==> config.mk <==
export PLATFORM = sky130hd
export DESIGN_NAME = mul_div_unit_flat
export DESIGN_NICKNAME = d
export VERILOG_FILES = /design/src/rtl/mul_div_unit_pkg.sv /design/src/rtl/mul_div_unit_if.sv /design/src/rtl/mul_div_unit_div_u32_step.sv /design/src/rtl/mul_div_unit.sv /design/src/flat_wrapper.sv
export SDC_FILE = /design/constraint.sdc
export NUM_CORES = 1
export LEC_CHECK = 0
export BUFFER_PORTS_ARGS = -buffer_cell sky130_fd_sc_hd__buf_2
export CORE_MARGIN = 3
export CORE_UTILIZATION = 35
export CTS_CLUSTER_DIAMETER = 50
export DETAILED_ROUTE_END_ITERATION = 8
export GPL_ROUTABILITY_DRIVEN = 0
export PLACE_DENSITY = 0.49
export SLEW_MARGIN = 20
export SYNTH_ARGS = -nofsm -noshare
export SYNTH_HDL_FRONTEND = slang
export SYNTH_SLANG_ARGS = --single-unit
==> constraint.sdc <==
create_clock -name clk -period 4.76 [get_ports clk]
set_clock_uncertainty 0.2 [all_clocks]
set_input_delay 0.476 -clock clk [delete_from_list [all_inputs] [get_ports clk]]
set_output_delay 0.476 -clock clk [all_outputs]
set_load 0.05 [all_outputs]
==> src/rtl/mul_div_unit_pkg.sv <==
// ---------------------------------------------------------------------------
// mul_div_unit_pkg
// Shared definitions for the RV32M multiply/divide unit: operand width,
// iteration count, the funct3 operation encodings, the controller states,
// and a small two's-complement helper.
// ---------------------------------------------------------------------------
package mul_div_unit_pkg;

  localparam int XLEN    = 32;
  localparam int MD_ITER = 32;

  // funct3 encodings of the M extension
  typedef enum logic [2:0] {
    MD_MUL    = 3'b000,
    MD_MULH   = 3'b001,
    MD_MULHSU = 3'b010,
    MD_MULHU  = 3'b011,
    MD_DIV    = 3'b100,
    MD_DIVU   = 3'b101,
    MD_REM    = 3'b110,
    MD_REMU   = 3'b111
  } md_sel_e;

  typedef enum logic [1:0] {
    ST_IDLE = 2'd0,
    ST_RUN  = 2'd1,
    ST_FIN  = 2'd2
  } md_state_e;

  function automatic logic [XLEN-1:0] neg32(input logic [XLEN-1:0] v);
    return (~v) + 32'd1;
  endfunction

endpackage

==> src/rtl/mul_div_unit_if.sv <==
// ---------------------------------------------------------------------------
// mul_div_unit_if
// Request/response bundle between the control unit and the multiply/divide
// unit.
//   start  : request pulse, honoured only while busy is low
//   MD_A   : rs1 operand (multiplicand / dividend)
//   MD_B   : rs2 operand (multiplier / divisor)
//   MDsel  : funct3 operation selector
//   MD_out : result, held from the done cycle until the next accepted start
//   busy   : operation in flight
//   done   : one-cycle strobe when MD_out is updated
// master = requester (control unit), slave = execution unit.
// ---------------------------------------------------------------------------
interface mul_div_unit_if;
  import mul_div_unit_pkg::*;

  logic            start;
  logic [XLEN-1:0] MD_A;
  logic [XLEN-1:0] MD_B;
  logic [2:0]      MDsel;
  logic [XLEN-1:0] MD_out;
  logic            busy;
  logic            done;

  modport master (
    output start, MD_A, MD_B, MDsel,
    input  MD_out, busy, done
  );

  modport slave (
    input  start, MD_A, MD_B, MDsel,
    output MD_out, busy, done
  );

endinterface

==> src/rtl/mul_div_unit_div_u32_step.sv <==
// ---------------------------------------------------------------------------
// mul_div_unit_div_u32_step
// One combinational restoring-division step on unsigned 32-bit magnitudes.
// The next dividend bit is shifted out of the top of quot into rem; if the
// widened partial remainder reaches the divisor it is reduced and a 1 is
// shifted into the bottom of quot, otherwise a 0.
//   rem, quot, divisor : current partial remainder, dividend/quotient, divisor
//   rem_next, quot_next: values after this step
// A zero divisor always "fits", which yields an all-ones quotient and leaves
// the dividend in rem after 32 steps.
// ---------------------------------------------------------------------------
module mul_div_unit_div_u32_step (
  input  logic [31:0] rem,
  input  logic [31:0] quot,
  input  logic [31:0] divisor,
  output logic [31:0] rem_next,
  output logic [31:0] quot_next
);

  logic [32:0] shifted;
  logic [31:0] diff;
  logic        fits;

  assign shifted = {rem, quot[31]};
  // When the divisor fits, the true difference is below 2^32, so the low
  // 32 bits of the subtraction are exact.
  assign diff    = shifted[31:0] - divisor;
  assign fits    = (shifted >= {1'b0, divisor});

  always_comb begin
    rem_next  = shifted[31:0];
    quot_next = {quot[30:0], 1'b0};
    if (fits) begin
      rem_next  = diff;
      quot_next = {quot[30:0], 1'b1};
    end
  end

endmodule

==> src/rtl/mul_div_unit.sv <==
// ---------------------------------------------------------------------------
// mul_div_unit
// Multi-cycle RV32M execution unit. A start accepted in IDLE latches operand
// magnitudes and result signs, RUN performs 32 shift-add (multiply) or
// restoring shift-subtract (divide) steps, and FIN sign-corrects, selects
// the requested word, registers it into MD_out and pulses done.
// Ports:
//   clk : rising-edge clock
//   rst : synchronous active-high reset, overrides everything else
//   md  : slave side of mul_div_unit_if (start/operands in, result/status out)
// Latency is a fixed 33 cycles from the accepting edge to done.
// ---------------------------------------------------------------------------
module mul_div_unit
  import mul_div_unit_pkg::*;
(
  input  logic           clk,
  input  logic           rst,
  mul_div_unit_if.slave  md
);

  localparam logic [4:0] LAST_ITER = 5'(MD_ITER - 1);

  md_state_e       state, state_next;
  md_sel_e         sel_q;
  md_sel_e         in_sel;
  logic [4:0]      count;
  logic [XLEN-1:0] acc_hi;
  logic [XLEN-1:0] acc_lo;
  logic [XLEN-1:0] opb;
  logic            neg_q;
  logic            neg_r;
  logic [XLEN-1:0] md_out_q;
  logic            done_q;

  logic            a_signed, b_signed, a_neg, b_neg;
  logic [XLEN-1:0] a_mag, b_mag;
  logic [32:0]     mul_sum;
  logic [XLEN-1:0] div_rem_next, div_quot_next;
  logic [63:0]     prod_fix;
  logic [XLEN-1:0] quot_fix, rem_fix;
  logic [XLEN-1:0] result;

  assign in_sel = md_sel_e'(md.MDsel);

  // Operand preparation from the live inputs; only used on the accepting edge.
  always_comb begin
    a_signed = !(in_sel inside {MD_MULHU, MD_DIVU, MD_REMU});
    b_signed = in_sel inside {MD_MUL, MD_MULH, MD_DIV, MD_REM};
    a_neg    = a_signed && md.MD_A[XLEN-1];
    b_neg    = b_signed && md.MD_B[XLEN-1];
    a_mag    = a_neg ? neg32(md.MD_A) : md.MD_A;
    b_mag    = b_neg ? neg32(md.MD_B) : md.MD_B;
  end

  // Multiply step: acc_hi holds the running upper half, acc_lo holds the
  // unconsumed multiplier bits and collects the low product bits from the top.
  assign mul_sum = {1'b0, acc_hi} + (acc_lo[0] ? {1'b0, opb} : 33'd0);

  mul_div_unit_div_u32_step u_div_step (
    .rem       (acc_hi),
    .quot      (acc_lo),
    .divisor   (opb),
    .rem_next  (div_rem_next),
    .quot_next (div_quot_next)
  );

  // Sign correction and word selection applied in FIN.
  always_comb begin
    prod_fix = neg_q ? -{acc_hi, acc_lo} : {acc_hi, acc_lo};
    quot_fix = neg_q ? neg32(acc_lo) : acc_lo;
    rem_fix  = neg_r ? neg32(acc_hi) : acc_hi;
    unique case (sel_q)
      MD_MUL:                       result = prod_fix[31:0];
      MD_MULH, MD_MULHSU, MD_MULHU: result = prod_fix[63:32];
      MD_DIV, MD_DIVU:              result = quot_fix;
      MD_REM, MD_REMU:              result = rem_fix;
      default:                      result = prod_fix[31:0];
    endcase
  end

  // State register.
  always_ff @(posedge clk) begin
    if (rst) state <= ST_IDLE;
    else     state <= state_next;
  end

  // Next-state logic: IDLE waits for start, RUN lasts exactly MD_ITER cycles,
  // FIN is a single cycle.
  always_comb begin
    state_next = state;
    unique case (state)
      ST_IDLE: if (md.start) state_next = ST_RUN;
      ST_RUN:  if (count == LAST_ITER) state_next = ST_FIN;
      ST_FIN:  state_next = ST_IDLE;
      default: state_next = ST_IDLE;
    endcase
  end

  // Datapath registers. The quotient sign is forced positive for a zero
  // divisor so DIV returns all ones regardless of the dividend sign, while
  // the remainder sign follows the dividend so REM returns the original A.
  always_ff @(posedge clk) begin
    if (rst) begin
      sel_q    <= MD_MUL;
      count    <= '0;
      acc_hi   <= '0;
      acc_lo   <= '0;
      opb      <= '0;
      neg_q    <= 1'b0;
      neg_r    <= 1'b0;
      md_out_q <= '0;
      done_q   <= 1'b0;
    end else begin
      done_q <= 1'b0;
      unique case (state)
        ST_IDLE: begin
          if (md.start) begin
            sel_q  <= in_sel;
            count  <= '0;
            acc_hi <= '0;
            neg_r  <= a_neg;
            if (in_sel[2]) begin
              acc_lo <= a_mag;
              opb    <= b_mag;
              neg_q  <= (a_neg ^ b_neg) && (md.MD_B != '0);
            end else begin
              acc_lo <= b_mag;
              opb    <= a_mag;
              neg_q  <= a_neg ^ b_neg;
            end
          end
        end
        ST_RUN: begin
          count <= count + 5'd1;
          if (sel_q[2]) begin
            acc_hi <= div_rem_next;
            acc_lo <= div_quot_next;
          end else begin
            acc_hi <= mul_sum[32:1];
            acc_lo <= {mul_sum[0], acc_lo[31:1]};
          end
        end
        ST_FIN: begin
          md_out_q <= result;
          done_q   <= 1'b1;
        end
        default: ;
      endcase
    end
  end

  assign md.busy   = (state != ST_IDLE);
  assign md.done   = done_q;
  assign md.MD_out = md_out_q;

endmodule

==> src/flat_wrapper.sv <==
// flat-port wrapper written by rule: the top's interface ports become plain ports
module mul_div_unit_flat import mul_div_unit_pkg::*;
  (clk, rst, md_start, md_MD_A, md_MD_B, md_MDsel, md_MD_out, md_busy, md_done);
  mul_div_unit_if md_i ();
  input  logic clk;
  input  logic rst;
  input wire logic [$bits(md_i.start)-1:0] md_start;
  input wire logic [$bits(md_i.MD_A)-1:0] md_MD_A;
  input wire logic [$bits(md_i.MD_B)-1:0] md_MD_B;
  input wire logic [$bits(md_i.MDsel)-1:0] md_MDsel;
  output wire logic [$bits(md_i.MD_out)-1:0] md_MD_out;
  output wire logic [$bits(md_i.busy)-1:0] md_busy;
  output wire logic [$bits(md_i.done)-1:0] md_done;
  assign md_i.start = md_start;
  assign md_i.MD_A = md_MD_A;
  assign md_i.MD_B = md_MD_B;
  assign md_i.MDsel = md_MDsel;
  assign md_MD_out = md_i.MD_out;
  assign md_busy = md_i.busy;
  assign md_done = md_i.done;
  mul_div_unit u_core (.clk(clk), .rst(rst), .md(md_i));
endmodule
After elaboration in Yosys (flattened, before gate mapping)
Index checks and enable logic that the tools add are counted.
Word-level totals
  memory bits (read-only): 0
  register bits after elaboration: 141
  RAM bits: 0
  memories kept: 0
  bits of input ports: 70
  output and inout bits: 34
  bits in latches: 0
Cells by class
  add/subtract/negate cells: 8
  shifts and indexed selects: 0
  magnitude comparators: 1
  equal/unequal tests: 18
  reduce and logical (&&, ||, !) cells: 18
  $mul: 0
  multiplexer cells: 24
  divide/modulo/power cells: 0
  bitwise gates (word level): 5
Operator list (count)
  two-way mux 32 bit: 12
  adder 32 x 1 -> 32 bit (second input constant): 4
  inverter 32 bit: 4
  case mux 32 bit (2 select lines): 2
  case mux 32 bit (4 select lines): 1
  two-way mux 64 bit: 1
  negator 64 bit: 1
  adder 32 x 33 -> 33 bit: 1
  >= comparator 33 x 32 -> 1 bit: 1
  nonzero test 32 bit: 1
  subtractor 32 bit: 1
  equality test 3 bit (second input constant): 8
  case mux 5 bit (2 select lines): 1
  equality test 3 x 2 -> 1 bit (second input constant): 3
  equality test 3 x 1 -> 1 bit (second input constant): 2
  logical NOT 3 bit: 2
  AND reduction 2 bit: 3
  adder 5 x 1 -> 5 bit (second input constant): 1
  equality test 5 bit (second input constant): 1
  two-way mux 5 bit: 1
  two-way mux 2 bit: 2
  case mux 2 bit (2 select lines): 1
  nonzero test 2 bit: 2
  nonzero test 4 bit: 1
  other kinds (12): 17

Depth between registers and ports, before layout
Gate-level depths: netlist of the first run.
  depth after elaboration: 8
  depth in mapped cells: 15
  gate-level depth less buffers: 13

Hierarchy
Synthesis of the first run repeated with hierarchy kept, for this count alone.
Second synthesis, totals
  cells, all modules: 1974
  area total of the unflattened synthesis: 14417.6 µm²
By module, submodules not included
  mul_div_unit: area an instance 11846.4 µm², sequential area each 2822.7 µm², times used 1, cells an instance 1619
  mul_div_unit_div_u32_step: area an instance 2571.2 µm², sequential area each 0.0 µm², times used 1, cells an instance 355

Worst setup path after synthesis of the first run
No wires, ideal clock.
  path kind: flip-flop to flip-flop
  from: reg u_core.acc_lo[0]
  to: reg u_core.acc_hi[27]
  library setup time: 0.128 ns
  buffers on the path: 2
  path slack: 0.882 ns
  arrival time: 3.549 ns
  cell stages (with the launch flop): 15
  cells stage by stage: dfxtp_1 > clkbuf_1 > inv_1 > clkbuf_1 > nor2_1 > ha_1 > a21o_1 > or3_1 > o211a_1 > o32a_1 > a2111oi_0 > nor2_1 > and4b_1 > o41ai_1 > o21ai_0
On the way
  longest elaborated chain between the ends: 4
RTL lines
  start, declared: RTL line mul_div_unit.sv:28  | logic [XLEN-1:0] acc_lo;
  start signal, assigned: RTL line mul_div_unit.sv:123  | acc_lo <= a_mag;
  start signal, assigned: RTL line mul_div_unit.sv:127  | acc_lo <= b_mag;
  start signal, assigned: RTL line mul_div_unit.sv:137  | acc_lo <= div_quot_next;
  two-way mux 32 bit: RTL line mul_div_unit.sv:57  | assign mul_sum = {1'b0, acc_hi} + (acc_lo[0] ? {1'b0, opb} : 33'd0);
  adder 32 x 33 -> 33 bit: RTL line mul_div_unit.sv:57
  two-way mux 32 bit: RTL line mul_div_unit.sv:135  | if (sel_q[2]) begin
  case mux 32 bit (2 select lines): RTL line mul_div_unit.sv:115  | unique case (state)
  end signal, assigned: RTL line mul_div_unit.sv:136  | acc_hi <= div_rem_next;
  end signal, assigned: RTL line mul_div_unit.sv:139  | acc_hi <= mul_sum[32:1];
  end, declared: RTL line mul_div_unit.sv:27  | logic [XLEN-1:0] acc_hi;
Every way passes these cells.
A chain may end at the register's enable or synchronous reset.

Worst setup path after layout of the first run
  from: reg u_core.acc_lo[0]
  to: reg u_core.acc_hi[31]
Same word-level chain as after synthesis.

==> parameters.txt, run 1 <==
Parameter                              Value

Synthesis
  Top flip-flop cell by instance count after synthesis    sky130_fd_sc_hd__dfxtp_1
  Count of mapped cells out of synthesis    1994
  Biggest area contributors in the synthesized netlist    sky130_fd_sc_hd__dfxtp_1 20%, sky130_fd_sc_hd__a21oi_1 6.3%, sky130_fd_sc_hd__ha_1 6.2%, sky130_fd_sc_hd__xnor2_1 5.8%, sky130_fd_sc_hd__nand2_1 5.4%
  Warnings, synthesis    0
  Number of unique standard cell types used by synthesis    73
  Combinational family with the most area after synthesis    compound AO/OA/AOI/OAI gates
  Share of synthesized flip-flops with an asynchronous set or reset    0%
  Seq cells post-synth    141
  Post-synth design cell area    0.01403 mm²
  Synth Area per Inst    7.037 µm²
  Share of synthesized cell area in and, or, nand and nor gates    between 20% and 30%
  Synth Area in Compound Gates    around a third
  Fraction of post-synthesis cell area in the top cell type by area    between 20% and 30%
  Post-synthesis share of cell area spent on full adders, half adders and majority gates    6.528%
  Post-synthesis mux area share    under 10%
  Total nets after synthesis    2136
  Biggest area consumer among synthesized cells    sky130_fd_sc_hd__dfxtp_1
  Number of enable-type register cells in the synthesized netlist    0
  Post-synthesis share of cell area spent on xor and xnor gates    about a tenth
  Sequential element share of the synthesized area    20.12%

Global routing
  Busiest layer in global routing    met2
  GRT met1 Usage    between 30% and 40%
  Vias in the first global route    14200
  Antenna violations before repair    0
  GR Layer Usage met2    39.00%
  Largest net degree at the start of global routing    73
  Global Route met3 Usage    4.536%
  Gr usage total    26.18%
  Leftover overflow at the end of global routing    0
  First-pass GRT wire length    ~85000 µm

Final layout
  Area delta synth->final    11.73%
  Register area    roughly 0.0028 mm²
  Area occupied by multi-input gates    0.01042 mm²
  Antenna cells    0
  Non-Filler Instances    2557
  Cell area after layout    0.01568 mm²
  Ratio of cells with drive above 1 in the final layout    10.64%
  Net total in the final layout    2169
  Fillers    4226

Setup path
  Reg-to-reg setup timing slack    0.55 ns
  Category of the worst setup path launch point    flop
  Critical path class    reg -> reg
  Worst endpoint required time    roughly 5 ns
  Maximum net fanout on the critical path    8
  Data arrival time of the critical path    4.36 ns
  Critical path endpoint category    flop

Clocking
  Clock tree from TritonCTS    yes
  Number of buffers inserted to repair setup after CTS    0
  Clock latency at the later pin of the worst-skew pair    ~0.46 ns
  Clock input transition at the sequential cells of the worst setup and hold paths    0.07 ns
  Number of levels the H-tree was split into    4
  Clock buffers created by TritonCTS    17
  Clock tree root driver cell    sky130_fd_sc_hd__clkbuf_16
  Number of buffers on the longest clock path    2
  Quantity of hold-fixing buffers added after cts    0
  Number of sinks handled by clock tree synthesis    around 140
  Number of gates resized after CTS    0

Floorplan
  DIE WIDTH    approximately 210 µm
  Die area    ~0.043 mm²
  Area of the core region    0.03910 mm²
  Number of rows in the core area    72
  Total I/O pin count    104
  Starting Density    35.89%
  Chip height    206.2 µm

Worst hold path
  Worst hold path type    in -> reg

Pwr
  Power per unit of standard cell area    around 270 mW/mm²
  Total power of the final layout    4175 µW
  Max IR drop VDD    0.0001896 V
  Static power due to leakage    approximately 0.0062 µW

STA
  Final sum of negative setup slack    0 ns
  Highest clock frequency the design can meet    237.3 MHz
  Actual transition at the worst max-transition pin    0.9760 ns
  Post-route minimum period    4.213 ns
  Pins over their slew limit    0
  Max-Slew Margin vs Limit    34.77%
  Setup repair after global routing missed its margin    no
  Final clock period utilization by the worst path    88.52%
  Final Setup Violations    0
  Hold Vio Cnt, Final    0

Detailed routing
  Detailed-route vias per instance    5.981
  Post-detailed-route DRC marker count    0
  Antenna-violating nets left    0
  Average wire per cell in the routed design    22.08 µm
  Via count    roughly 15000
  TritonRoute pass-1 iters    6
  Final wirelength    56470 µm
  Number of design-rule violations left by the first detailed-router iteration    1427

Place
  Cell count after placement    around 2500
  Count of port buffers added during placement    103
  DP HPWL    43610 µm
  Instance area after placement    0.01508 mm²

Flow run
  Maxcap violations    0

Outcome
  Result of the run    finished clean
## registers in the layout (all words and copies together) (netlist names)
name              flops
u_core.acc_hi        32
u_core.acc_lo        32
u_core.count          5
u_core.md.MD_out     32
u_core.md.done        1
u_core.neg_q          1
u_core.neg_r          1
u_core.opb           32
u_core.sel_q          3
u_core.state          2
## stage by stage
step           utilization, %  hold slack, ns  worst slack [ns]
2_1_floorplan               -          0.2319            0.8823
3_3_place_gp            38.57          0.2411            0.6598
3_5_place_dp            38.57          0.2459            0.6241
4_1_cts                 40.10         0.09268            0.6081
5_1_grt                 40.10          0.1260            0.2354
6_report                40.10          0.1136            0.5465
## synthesized netlist by cell type (5+ instances only)
cell type / number
sky130_fd_sc_hd__a21o_1: 33
sky130_fd_sc_hd__dfxtp_1: 141
sky130_fd_sc_hd__o211ai_1: 30
sky130_fd_sc_hd__nand4_1: 11
sky130_fd_sc_hd__o21ai_0: 144
sky130_fd_sc_hd__and3_1: 9
sky130_fd_sc_hd__inv_1: 66
sky130_fd_sc_hd__a22oi_1: 12
sky130_fd_sc_hd__o31ai_1: 29
sky130_fd_sc_hd__nand2_1: 203
sky130_fd_sc_hd__xor2_1: 72
sky130_fd_sc_hd__nor2_1: 201
sky130_fd_sc_hd__nand3_1: 40
sky130_fd_sc_hd__o41ai_1: 16
sky130_fd_sc_hd__a311oi_1: 12
sky130_fd_sc_hd__or2_2: 12
sky130_fd_sc_hd__o21bai_1: 10
sky130_fd_sc_hd__clkbuf_1: 129
sky130_fd_sc_hd__a211o_1: 5
sky130_fd_sc_hd__a211oi_1: 83
sky130_fd_sc_hd__nor3_1: 60
sky130_fd_sc_hd__nand2b_1: 21
sky130_fd_sc_hd__o221ai_1: 14
sky130_fd_sc_hd__o21a_1: 11
sky130_fd_sc_hd__a21boi_0: 5
sky130_fd_sc_hd__o21ai_1: 8
sky130_fd_sc_hd__a221oi_1: 6
sky130_fd_sc_hd__nand3b_1: 7
sky130_fd_sc_hd__ha_1: 70
sky130_fd_sc_hd__a21oi_1: 178
sky130_fd_sc_hd__a2111oi_0: 6
sky130_fd_sc_hd__mux2i_1: 44
sky130_fd_sc_hd__xnor2_1: 93
sky130_fd_sc_hd__o22ai_1: 17
sky130_fd_sc_hd__or3_1: 24
sky130_fd_sc_hd__nor4_1: 23
sky130_fd_sc_hd__nor2b_1: 23
sky130_fd_sc_hd__nor3b_1: 5
sky130_fd_sc_hd__a31oi_1: 19
sky130_fd_sc_hd__o311ai_0: 6
sky130_fd_sc_hd__buf_1: 11
sky130_fd_sc_hd__and2_1: 10
sky130_fd_sc_hd__or4_1: 14
## path summary, 6_finish.rpt
check	cells after the start	to	start
min reg2reg	2	u_core.opb[16]	u_core.opb[16]
max	12	u_core.acc_hi[31]	u_core.acc_lo[0]
min	3	u_core.sel_q[0]	md_MDsel[0]
max reg2reg	12	u_core.acc_hi[31]	u_core.acc_lo[0]
## routing by layer
layer / part of all wire, % / vias to the layer above / wire length, µm
met5: 0 / - / 0
met4: 4.2 / 0 / 2364
met3: 6.7 / 104 / 3789
met2: 42 / 619 / 23990
met1: 47 / 7191 / 26320
li1: - / 7379 / -
## cell type report
class / count / share of cell area [%]
Clock buffer: 19 / 2.762
Clock inverter: 12 / 1.038
Inverter: 66 / 1.580
Multi-Input combinational cell: 1642 / 66.48
Sequential cell: 141 / 18.02
Tap cell: 518 / 4.134
Timing Repair Buffer: 159 / 5.986
## where the power goes
| group | internal (µW) | leakage, µW | switching [µW] |
|---|---|---|---|
| registers | 1240 | 0.00115 | 103 |
| clock network | 825 | 0.000284 | 583 |
| logic | 502 | 0.00479 | 919 |
## logic make-up after synthesis
logic type,Yosys count
flops,141
compound gates,683
xor+xnor,165
mux,45
simple gates,677
buf+inv,211
fa+ha+maj,72
## worst max-delay path, stage by stage, from the launching register on
cell                        delay (ns)
sky130_fd_sc_hd__dfxtp_1          0.47
sky130_fd_sc_hd__inv_1            0.14
sky130_fd_sc_hd__nor2_1           0.15
sky130_fd_sc_hd__ha_1             0.30
sky130_fd_sc_hd__a21o_1           0.21
sky130_fd_sc_hd__or3_1            0.33
sky130_fd_sc_hd__o211a_1          0.26
sky130_fd_sc_hd__o32a_1           0.46
sky130_fd_sc_hd__a2111oi_0        0.61
sky130_fd_sc_hd__o311ai_0         0.37
sky130_fd_sc_hd__a31oi_1          0.26
sky130_fd_sc_hd__o21ai_0          0.10
sky130_fd_sc_hd__a31o_2           0.24
## cell usage in the layout, fill, tap and decap left out, drive strengths merged, types with 33 or more instances in the layout
cell	synthesis	final
mux2i	44	44
inv	66	68
o21ai	152	152
a21o	33	33
a21oi	178	178
a211oi	84	84
nand2	203	203
nor3	60	60
xnor2	93	93
xor2	72	72
buf	16	159
nor2	201	201
nand3	40	40
dfxtp	141	141
ha	70	70
No activity file was read; power rests on OpenSTA's default activity.
==> run 2: changes to the inputs <==
--- a/config.mk
+++ b/config.mk
@@ -5,12 +5,15 @@
 export SDC_FILE = /design/constraint.sdc
 export NUM_CORES = 1
 export LEC_CHECK = 0
+export ABC_AREA = 1
 export BUFFER_PORTS_ARGS = -buffer_cell sky130_fd_sc_hd__buf_2
+export CAP_MARGIN = 20
 export CORE_MARGIN = 3
 export CORE_UTILIZATION = 35
 export CTS_CLUSTER_DIAMETER = 50
 export DETAILED_ROUTE_END_ITERATION = 8
 export GPL_ROUTABILITY_DRIVEN = 0
+export MAX_ROUTING_LAYER = met4
 export PLACE_DENSITY = 0.49
 export SLEW_MARGIN = 20
 export SYNTH_ARGS = -nofsm -noshare
==> run 2 against run 1 <==
  * Sequential cell count did not move
  * Cell count rose by 53%
  * Worst setup slack improved by 0.59 ns
  * Critical path type unchanged
  * Synthesized area rose by 23%
  * Clock power barely moved
  * Register-to-register slack improved by 0.59 ns
  * Clock-buffer cell count did not move
  * Design area rose by 21%
  * Highest routed layer unchanged
==> parameters.txt, run 2 <==
Parameter                              Value

Outcome
  Result of the run    finished clean

Setup path
  Worst setup path startpoint    u_core.acc_hi[20]
  Startpoint of the worst register-to-register path    u_core.acc_hi[20]
  Category of the worst setup path launch point    flop
  Capture point of the worst reg-to-reg path    u_core.acc_hi[9]
  Reg-to-reg setup timing slack    1.13 ns (+0.59 ns)
  Maximum net fanout on the critical path    34 (+26)
  Critical path endpoint category    flop
  Number of cells on the worst reg-to-reg path    13 (+1)
  Worst endpoint required time    4.88 ns (-0.03 ns)
  Critical path class    reg -> reg
  Data arrival time of the critical path    3.75 ns (-0.61 ns)

Floorplan
  Total I/O pin count    104 (unchanged)
  Area of the core region    0.04835 mm² (+24%)
  Number of rows in the core area    80 (+11%)
  Starting Density    35.84% (-0.049 points)
  DIE WIDTH    228.5 µm (+11%)
  Chip height    228.5 µm (+11%)
  Die area    0.05221 mm² (+23%)

Synthesis
  Number of enable-type register cells in the synthesized netlist    0 (unchanged)
  Warnings, synthesis    0 (unchanged)
  Count of mapped cells out of synthesis    3218 (+61%)
  Post-synthesis share of cell area spent on xor and xnor gates    3.993% (-6.3 points)
  Post-synthesis mux area share    0% (-3.2 points)
  Combinational family with the most area after synthesis    simple AND/OR/NAND/NOR gates
  Number of unique standard cell types used by synthesis    58 (-21%)
  Post-synth design cell area    0.01733 mm² (+23%)
  Fraction of post-synthesis cell area in the top cell type by area    20.88% (+0.77 points)
  Most frequently used cell type in the post-synthesis netlist    sky130_fd_sc_hd__nand2_1
  Total nets after synthesis    3360 (+57%)
  Synth Area per Inst    5.384 µm² (-23%)
  Biggest area consumer among synthesized cells    sky130_fd_sc_hd__nand2_1
  Synth Area in Compound Gates    16.93% (-15 points)
  Sequential element share of the synthesized area    16.29% (-3.8 points)
  Seq cells post-synth    141 (unchanged)
  Share of synthesized cell area in and, or, nand and nor gates    43.59% (+21 points)
  Cell types with the highest counts after synthesis    964 x sky130_fd_sc_hd__nand2_1, 494 x sky130_fd_sc_hd__inv_1, 319 x sky130_fd_sc_hd__nor2_1, 310 x sky130_fd_sc_hd__nand3_1, 228 x sky130_fd_sc_hd__a21oi_1
  Post-synthesis share of cell area spent on full adders, half adders and majority gates    5.286% (-1.2 points)
  Share of synthesized flip-flops with an asynchronous set or reset    0% (unchanged)
  Top flip-flop cell by instance count after synthesis    sky130_fd_sc_hd__dfxtp_1
  Biggest area contributors in the synthesized netlist    sky130_fd_sc_hd__nand2_1 21%, sky130_fd_sc_hd__dfxtp_1 16%, sky130_fd_sc_hd__inv_1 11%, sky130_fd_sc_hd__nand3_1 9.0%, sky130_fd_sc_hd__nor2_1 6.9%

Detailed routing
  WL met2    32540 µm (+36%)
  Average wire per cell in the routed design    20.03 µm (-9.3%)
  Detailed-route vias per instance    5.448 (-8.9%)
  Antenna-violating nets left    0 (unchanged)
  Final wirelength    78520 µm (+39%)
  Post-detailed-route DRC marker count    0 (unchanged)
  Detailed route wirelength on metal3    7654 µm (+100%)
  Highest metal used    met4
  Number of design-rule violations left by the first detailed-router iteration    2578 (+81%)
  Via count    21360 (+40%)
  Detailed-route wire length on metal 1    34400 µm (+31%)
  TritonRoute pass-1 iters    6 (unchanged)

Final layout
  Non-Filler Instances    3921 (+53%)
  Net total in the final layout    3393 (+56%)
  Area delta synth->final    9.395%
  Most common cell after layout, fill and taps aside    sky130_fd_sc_hd__nand2_1
  Cell area after layout    0.01895 mm² (+21%)
  Most frequent cells in the layout    964 x sky130_fd_sc_hd__nand2_1, 491 x sky130_fd_sc_hd__inv_1, 317 x sky130_fd_sc_hd__nor2_1, 310 x sky130_fd_sc_hd__nand3_1, 228 x sky130_fd_sc_hd__a21oi_1
  Ratio of cells with drive above 1 in the final layout    7.016% (-3.6 points)

Global routing
  Vias in the first global route    19140 (+35%)
  Leftover overflow at the end of global routing    0 (unchanged)
  First-pass GRT wire length    117300 µm (+38%)
  Largest net degree at the start of global routing    101 (+38%)
  Antenna violations before repair    1 (+1)
  Gr usage total    30.04% (+3.9 points)

Place
  DP HPWL    63420 µm (+45%)
  Count of port buffers added during placement    103 (unchanged)
  Cell count after placement    3888 (+54%)
  Instance area after placement    0.01836 mm² (+22%)

Pwr
  Static power due to leakage    0.009759 µW (+57%)
  Max IR drop VDD    0.0002881 V (+52%)
  Total power of the final layout    5120 µW (+23%)
  Power per unit of standard cell area    270.1 mW/mm² (+1.4%)

Clocking
  Number of sinks handled by clock tree synthesis    141 (unchanged)
  Clock buffers created by TritonCTS    17 (unchanged)
  Number of buffers inserted to repair setup after CTS    0 (unchanged)
  Clock latency at the later pin of the worst-skew pair    0.48 ns (+0.02 ns)
  Number of gates resized after CTS    0 (unchanged)
  Number of buffers on the longest clock path    2 (unchanged)
  Clock tree from TritonCTS    yes
  Number of levels the H-tree was split into    4 (unchanged)
  Clock input transition at the sequential cells of the worst setup and hold paths    0.06 ns (about the same)
  Quantity of hold-fixing buffers added after cts    0 (unchanged)
  Clock tree root driver cell    sky130_fd_sc_hd__clkbuf_16

STA
  Max-Slew Margin vs Limit    31.08% (-3.7 points)
  Highest clock frequency the design can meet    275.9 MHz (+16%)
  Post-route minimum period    3.625 ns (-0.5884 ns)
  Final Setup Violations    0 (unchanged)
  Setup repair after global routing missed its margin    no
  Pins over their slew limit    0 (unchanged)
  Hold Vio Cnt, Final    0 (unchanged)
  Hold Worst Slack    0.1747 ns (+0.06111 ns)
  Final sum of negative setup slack    0 ns (unchanged)
  Actual transition at the worst max-transition pin    1.034 ns (+0.05782 ns)
  Final clock period utilization by the worst path    76.16% (-12 points)

Worst hold path
  Hold path depth    3 (unchanged)
  Capture endpoint of the worst hold path    u_core.sel_q[0]
  Worst hold path type    in -> reg
  Hold Crit Start    md_MDsel[0]

Flow run
  Maxcap violations    0 (unchanged)
[run 2: changes by cell type after synthesis, moves of 30 or more]
cell	change
sky130_fd_sc_hd__nand4_1	+39
sky130_fd_sc_hd__a21o_1	-30
sky130_fd_sc_hd__xnor2_1	-70
sky130_fd_sc_hd__a21oi_1	+50
sky130_fd_sc_hd__o21ai_0	+65
sky130_fd_sc_hd__nand2_1	+761
sky130_fd_sc_hd__inv_1	+428
sky130_fd_sc_hd__mux2i_1	-44
sky130_fd_sc_hd__a211oi_1	-82
sky130_fd_sc_hd__clkbuf_1	-57
sky130_fd_sc_hd__nor2_1	+118
sky130_fd_sc_hd__nand3_1	+270
[run 2: per-stage QoR]
step           utilization, %  setup WS, ns
6_report                39.21         1.135
5_1_grt                 39.21        0.9239
4_1_cts                 39.20         1.194
3_5_place_dp            37.97         1.214
3_3_place_gp            37.97         1.239
2_1_floorplan               -         2.053
[run 2: worst max-delay path by stage]
stage               slack, ns                end  depth (start not counted)
global route             0.92   u_core.acc_hi[9]                         13
global placement         1.24   u_core.acc_hi[9]                         13
detailed placement       1.21   u_core.acc_hi[9]                         13
floorplan                2.05  u_core.acc_hi[27]                         21
finish                   1.13   u_core.acc_hi[9]                         13
CTS                      1.19   u_core.acc_hi[9]                         13
[run 2: logic make-up (layout without fill, tap and decap cells)]
group,after synthesis,after routing
AOI/OAI and AO/OA,538,538
and+or+nand+nor,1769,1769
other,0,1
xor gates and xnor gates,79,79
buffers and inverters,619,665
adders and majority gates,72,72
DFF,141,141
[run 2: final cells by class]
type	instances	area [µm²]
Timing Repair Buffer	126	688.2
Sequential cell	141	2828
Antenna cell	1	2.502
Clock buffer	19	442.9
Fill cell	5544	29390
Clock inverter	13	153.9
Tap cell	656	820.8
Multi-Input combinational cell	2458	12110
Inverter	507	1908
[run 2: worst max-delay path, stage by stage, from the launching register on]
cell                       delay [ns]
sky130_fd_sc_hd__dfxtp_1         0.65
sky130_fd_sc_hd__ha_1            0.39
sky130_fd_sc_hd__nand2_1         0.19
sky130_fd_sc_hd__nor2_2          0.08
sky130_fd_sc_hd__nand2_1         0.10
sky130_fd_sc_hd__nor2_2          0.05
sky130_fd_sc_hd__nand2_1         0.09
sky130_fd_sc_hd__nand2_1         0.10
sky130_fd_sc_hd__nor2_4          0.32
sky130_fd_sc_hd__nand2_8         0.22
sky130_fd_sc_hd__nor2_2          0.71
sky130_fd_sc_hd__nand2_1         0.14
sky130_fd_sc_hd__nand3b_1        0.13
sky130_fd_sc_hd__a21oi_1         0.06
[run 2: power breakdown]
group / total (µW) / internal [µW] / switching [µW]
registers: 1360 / 1250 / 111
clock network: 1410 / 796 / 619
logic: 2340 / 659 / 1680
[run 2: layer usage]
layer | track usage (%) | vias to the layer above
met5 | - | -
met4 | 13.85 | 0
met3 | 4.474 | 148
met2 | 42.99 | 1149
met1 | 41.44 | 9672
li1 | - | 10390
==> run 3: changes to the inputs <==
==> constraint.sdc (replaced) <==
create_clock -name clk -period 3.7 [get_ports clk]
set_clock_uncertainty 0.2 [all_clocks]
set_input_delay 0.37 -clock clk [delete_from_list [all_inputs] [get_ports clk]]
set_output_delay 0.37 -clock clk [all_outputs]
set_load 0.05 [all_outputs]
==> run 3 against run 2 <==
  * Via count grew 2.0%
  * First-iteration DRC count down 10%
  * Routed wire length is 2.8% higher
==> parameters.txt, run 3 (same netlist as run 2, synthesis figures left out) <==
Parameter                              Value

Setup path
  Data arrival time of the critical path    3.33 ns (-0.42 ns)
  Sequence of cells on the critical path    inv_1 > ha_1 > nand2_1 > nor2_2 > nand3_1 > inv_1 > nand3b_1 > nand2_1 > nand2_1 > nand2_1 > nand3_1 > nand2_1 > nand2_1 > a21boi_0
  Category of the worst setup path launch point    flop
  Critical path class    reg -> reg
  Library cell appearing most often on the critical path    sky130_fd_sc_hd__nand2_1
  Number of cells on the worst reg-to-reg path    14 (+1)
  Reg-to-reg setup timing slack    0.58 ns (-0.55 ns)
  Capture point of the worst reg-to-reg path    u_core.md.MD_out[24]
  Largest stage delay on the critical path    0.43 ns (-0.28 ns)
  Critical path endpoint category    flop
  Worst endpoint required time    3.92 ns (-0.96 ns)
  Cell with the biggest individual delay on the critical path    sky130_fd_sc_hd__ha_1
  Maximum net fanout on the critical path    7 (-79%)
  Startpoint of the worst register-to-register path    u_core.acc_hi[1]

Worst hold path
  Capture endpoint of the worst hold path    u_core.sel_q[0]
  Hold path depth    3 (unchanged)
  Hold Crit Start    md_MDsel[0]
  Worst hold path type    in -> reg

Final layout
  Ratio of cells with drive above 1 in the final layout    7.919% (+0.90 points)
  Net total in the final layout    3425 (+0.94%)
  Most common cell after layout, fill and taps aside    sky130_fd_sc_hd__nand2_1
  Most frequent cells in the layout    964 x sky130_fd_sc_hd__nand2_1, 492 x sky130_fd_sc_hd__inv_1, 317 x sky130_fd_sc_hd__nor2_1, 310 x sky130_fd_sc_hd__nand3_1, 228 x sky130_fd_sc_hd__a21oi_1
  Area delta synth->final    10.61%

STA
  Hold Vio Cnt, Final    0 (unchanged)
  Highest clock frequency the design can meet    320.6 MHz (+16%)
  Pins over their slew limit    0 (unchanged)
  Setup repair after global routing missed its margin    no
  Final clock period utilization by the worst path    84.29% (+8.1 points)
  Max-Slew Margin vs Limit    38.11% (+7.0 points)
  Actual transition at the worst max-transition pin    0.9284 ns (-0.1055 ns)
  Final Setup Violations    0 (unchanged)
  Final sum of negative setup slack    0 ns (unchanged)
  Hold Worst Slack    0.02960 ns (-0.1451 ns)
  Post-route minimum period    3.119 ns (-0.5062 ns)

Clocking
  Clock tree from TritonCTS    yes
  Number of buffers on the longest clock path    2 (unchanged)
  Quantity of hold-fixing buffers added after cts    0 (unchanged)
  Clock latency at the later pin of the worst-skew pair    0.49 ns (about the same)
  Number of gates resized after CTS    0 (unchanged)
  Number of levels the H-tree was split into    4 (unchanged)
  Clock tree root driver cell    sky130_fd_sc_hd__clkbuf_16
  Clock input transition at the sequential cells of the worst setup and hold paths    0.08 ns (+0.02 ns)
  Number of sinks handled by clock tree synthesis    141 (unchanged)
  Number of buffers inserted to repair setup after CTS    0 (unchanged)
  Clock buffers created by TritonCTS    17 (unchanged)

Detailed routing
  Antenna-violating nets left    0 (unchanged)
  Final wirelength    80710 µm (+2.8%)
  Post-detailed-route DRC marker count    0 (unchanged)
  Via count    21780 (+2.0%)
  Number of design-rule violations left by the first detailed-router iteration    2316 (-10%)
  TritonRoute pass-1 iters    6 (unchanged)
  Detailed-route vias per instance    5.510 (+1.1%)
  Average wire per cell in the routed design    20.42 µm (+2.0%)

Floorplan
  Area of the core region    0.04835 mm² (unchanged)
  Die area    0.05221 mm² (unchanged)
  Starting Density    35.84% (unchanged)
  Chip height    228.5 µm (unchanged)
  Number of rows in the core area    80 (unchanged)
  DIE WIDTH    228.5 µm (unchanged)
  Total I/O pin count    104 (unchanged)

Pwr
  Clock network fraction of design power    26.1% (-1.5 points)
  Power dissipated by switching net loads    3153 µW (+31%)
  Pint    3369 µW (+24%)
  Sequential share of power    26.7% (about the same)
  Combinational power share    47.2% (+1.5 points)
  Max IR drop VDD    0.0002961 V (+2.8%)
  Power per unit of standard cell area    340.3 mW/mm² (+26%)
  Static power due to leakage    0.009921 µW (+1.7%)
  Switching part of the total power    48.34% (+1.2 points)

Flow run
  Maxcap violations    0 (unchanged)

Outcome
  Result of the run    finished clean

Global routing
  First-pass GRT wire length    120000 µm (+2.3%)
  Antenna violations before repair    1 (unchanged)
  Vias in the first global route    19540 (+2.1%)
  Gr usage total    30.85% (+0.81 points)
  Leftover overflow at the end of global routing    0 (unchanged)
  Largest net degree at the start of global routing    87 (-14%)

Place
  Count of port buffers added during placement    103 (unchanged)
  DP HPWL    65290 µm (+2.9%)
-- run 3: worst max path at each step --
| stage | from | endpoint |
|---|---|---|
| floorplan | u_core.acc_lo[0] | u_core.acc_hi[27] |
| global placement | u_core.acc_hi[18] | u_core.acc_hi[4] |
| detailed placement | u_core.acc_hi[18] | u_core.acc_hi[10] |
| CTS | u_core.acc_hi[18] | u_core.acc_hi[10] |
| global route | u_core.acc_hi[18] | u_core.acc_hi[14] |
| finish | u_core.acc_hi[1] | u_core.md.MD_out[24] |
-- run 3: cell type report --
class	instances	area [µm²]
repair buffers	158	940.9
multi-input cells	2458	12110
inverters	507	1908
clock inverters	15	128.9
diodes	1	2.502
fillers	5504	29180
well taps	656	820.8
clock buffers	17	425.4
flip-flops and latches	141	2828
-- run 3: power by group through the flow --
stage | Combinational (µW) | Sequential [µW] | Clock, µW
2_1_floorplan | 2060 | 1720 | 0
3_3_place_gp | 2980 | 1760 | 0
3_5_place_dp | 2980 | 1770 | 0
4_1_cts | 3000 | 1730 | 1740
5_1_grt | 3350 | 1750 | 1800
6_report | 3080 | 1740 | 1700
-- run 3: per-layer routing --
layer  share of wire (%)  vias to the layer above  track usage (%)
li1                    -                    10440                -
met1                  44                    10030            42.26
met2                  41                     1105            43.30
met3                 8.9                      197            4.636
met4                 6.2                        0            16.75
met5                   0                        -                -
-- run 3: worst max-delay path, delay by kind of cell, from the launching register on --
family | cells | cell delay [ns]
adder cells (fa/ha/maj) | 1 | 0.43
AND/OR/NAND/NOR | 10 | 1.48
AO/OA/AOI/OAI | 1 | 0.18
buffers and inverters | 2 | 0.39
flip-flops | 1 | 0.36
-- run 3: stage by stage --
step | power [µW] | util (%) | instances | area [µm²] | setup WS (ns)
CTS | 6472 | 39.64 | 3952 | 19160 | 0.6464
finish | 6521 | 39.64 | 3953 | 19160 | 0.5811
global placement | 4748 | 38.49 | 3920 | 18610 | 0.6865
global route | 6902 | 39.64 | 3953 | 19160 | 0.4152
detailed placement | 4750 | 38.49 | 3920 | 18610 | 0.6615
floorplan | 3781 | - | 3218 | 17330 | 0.9927
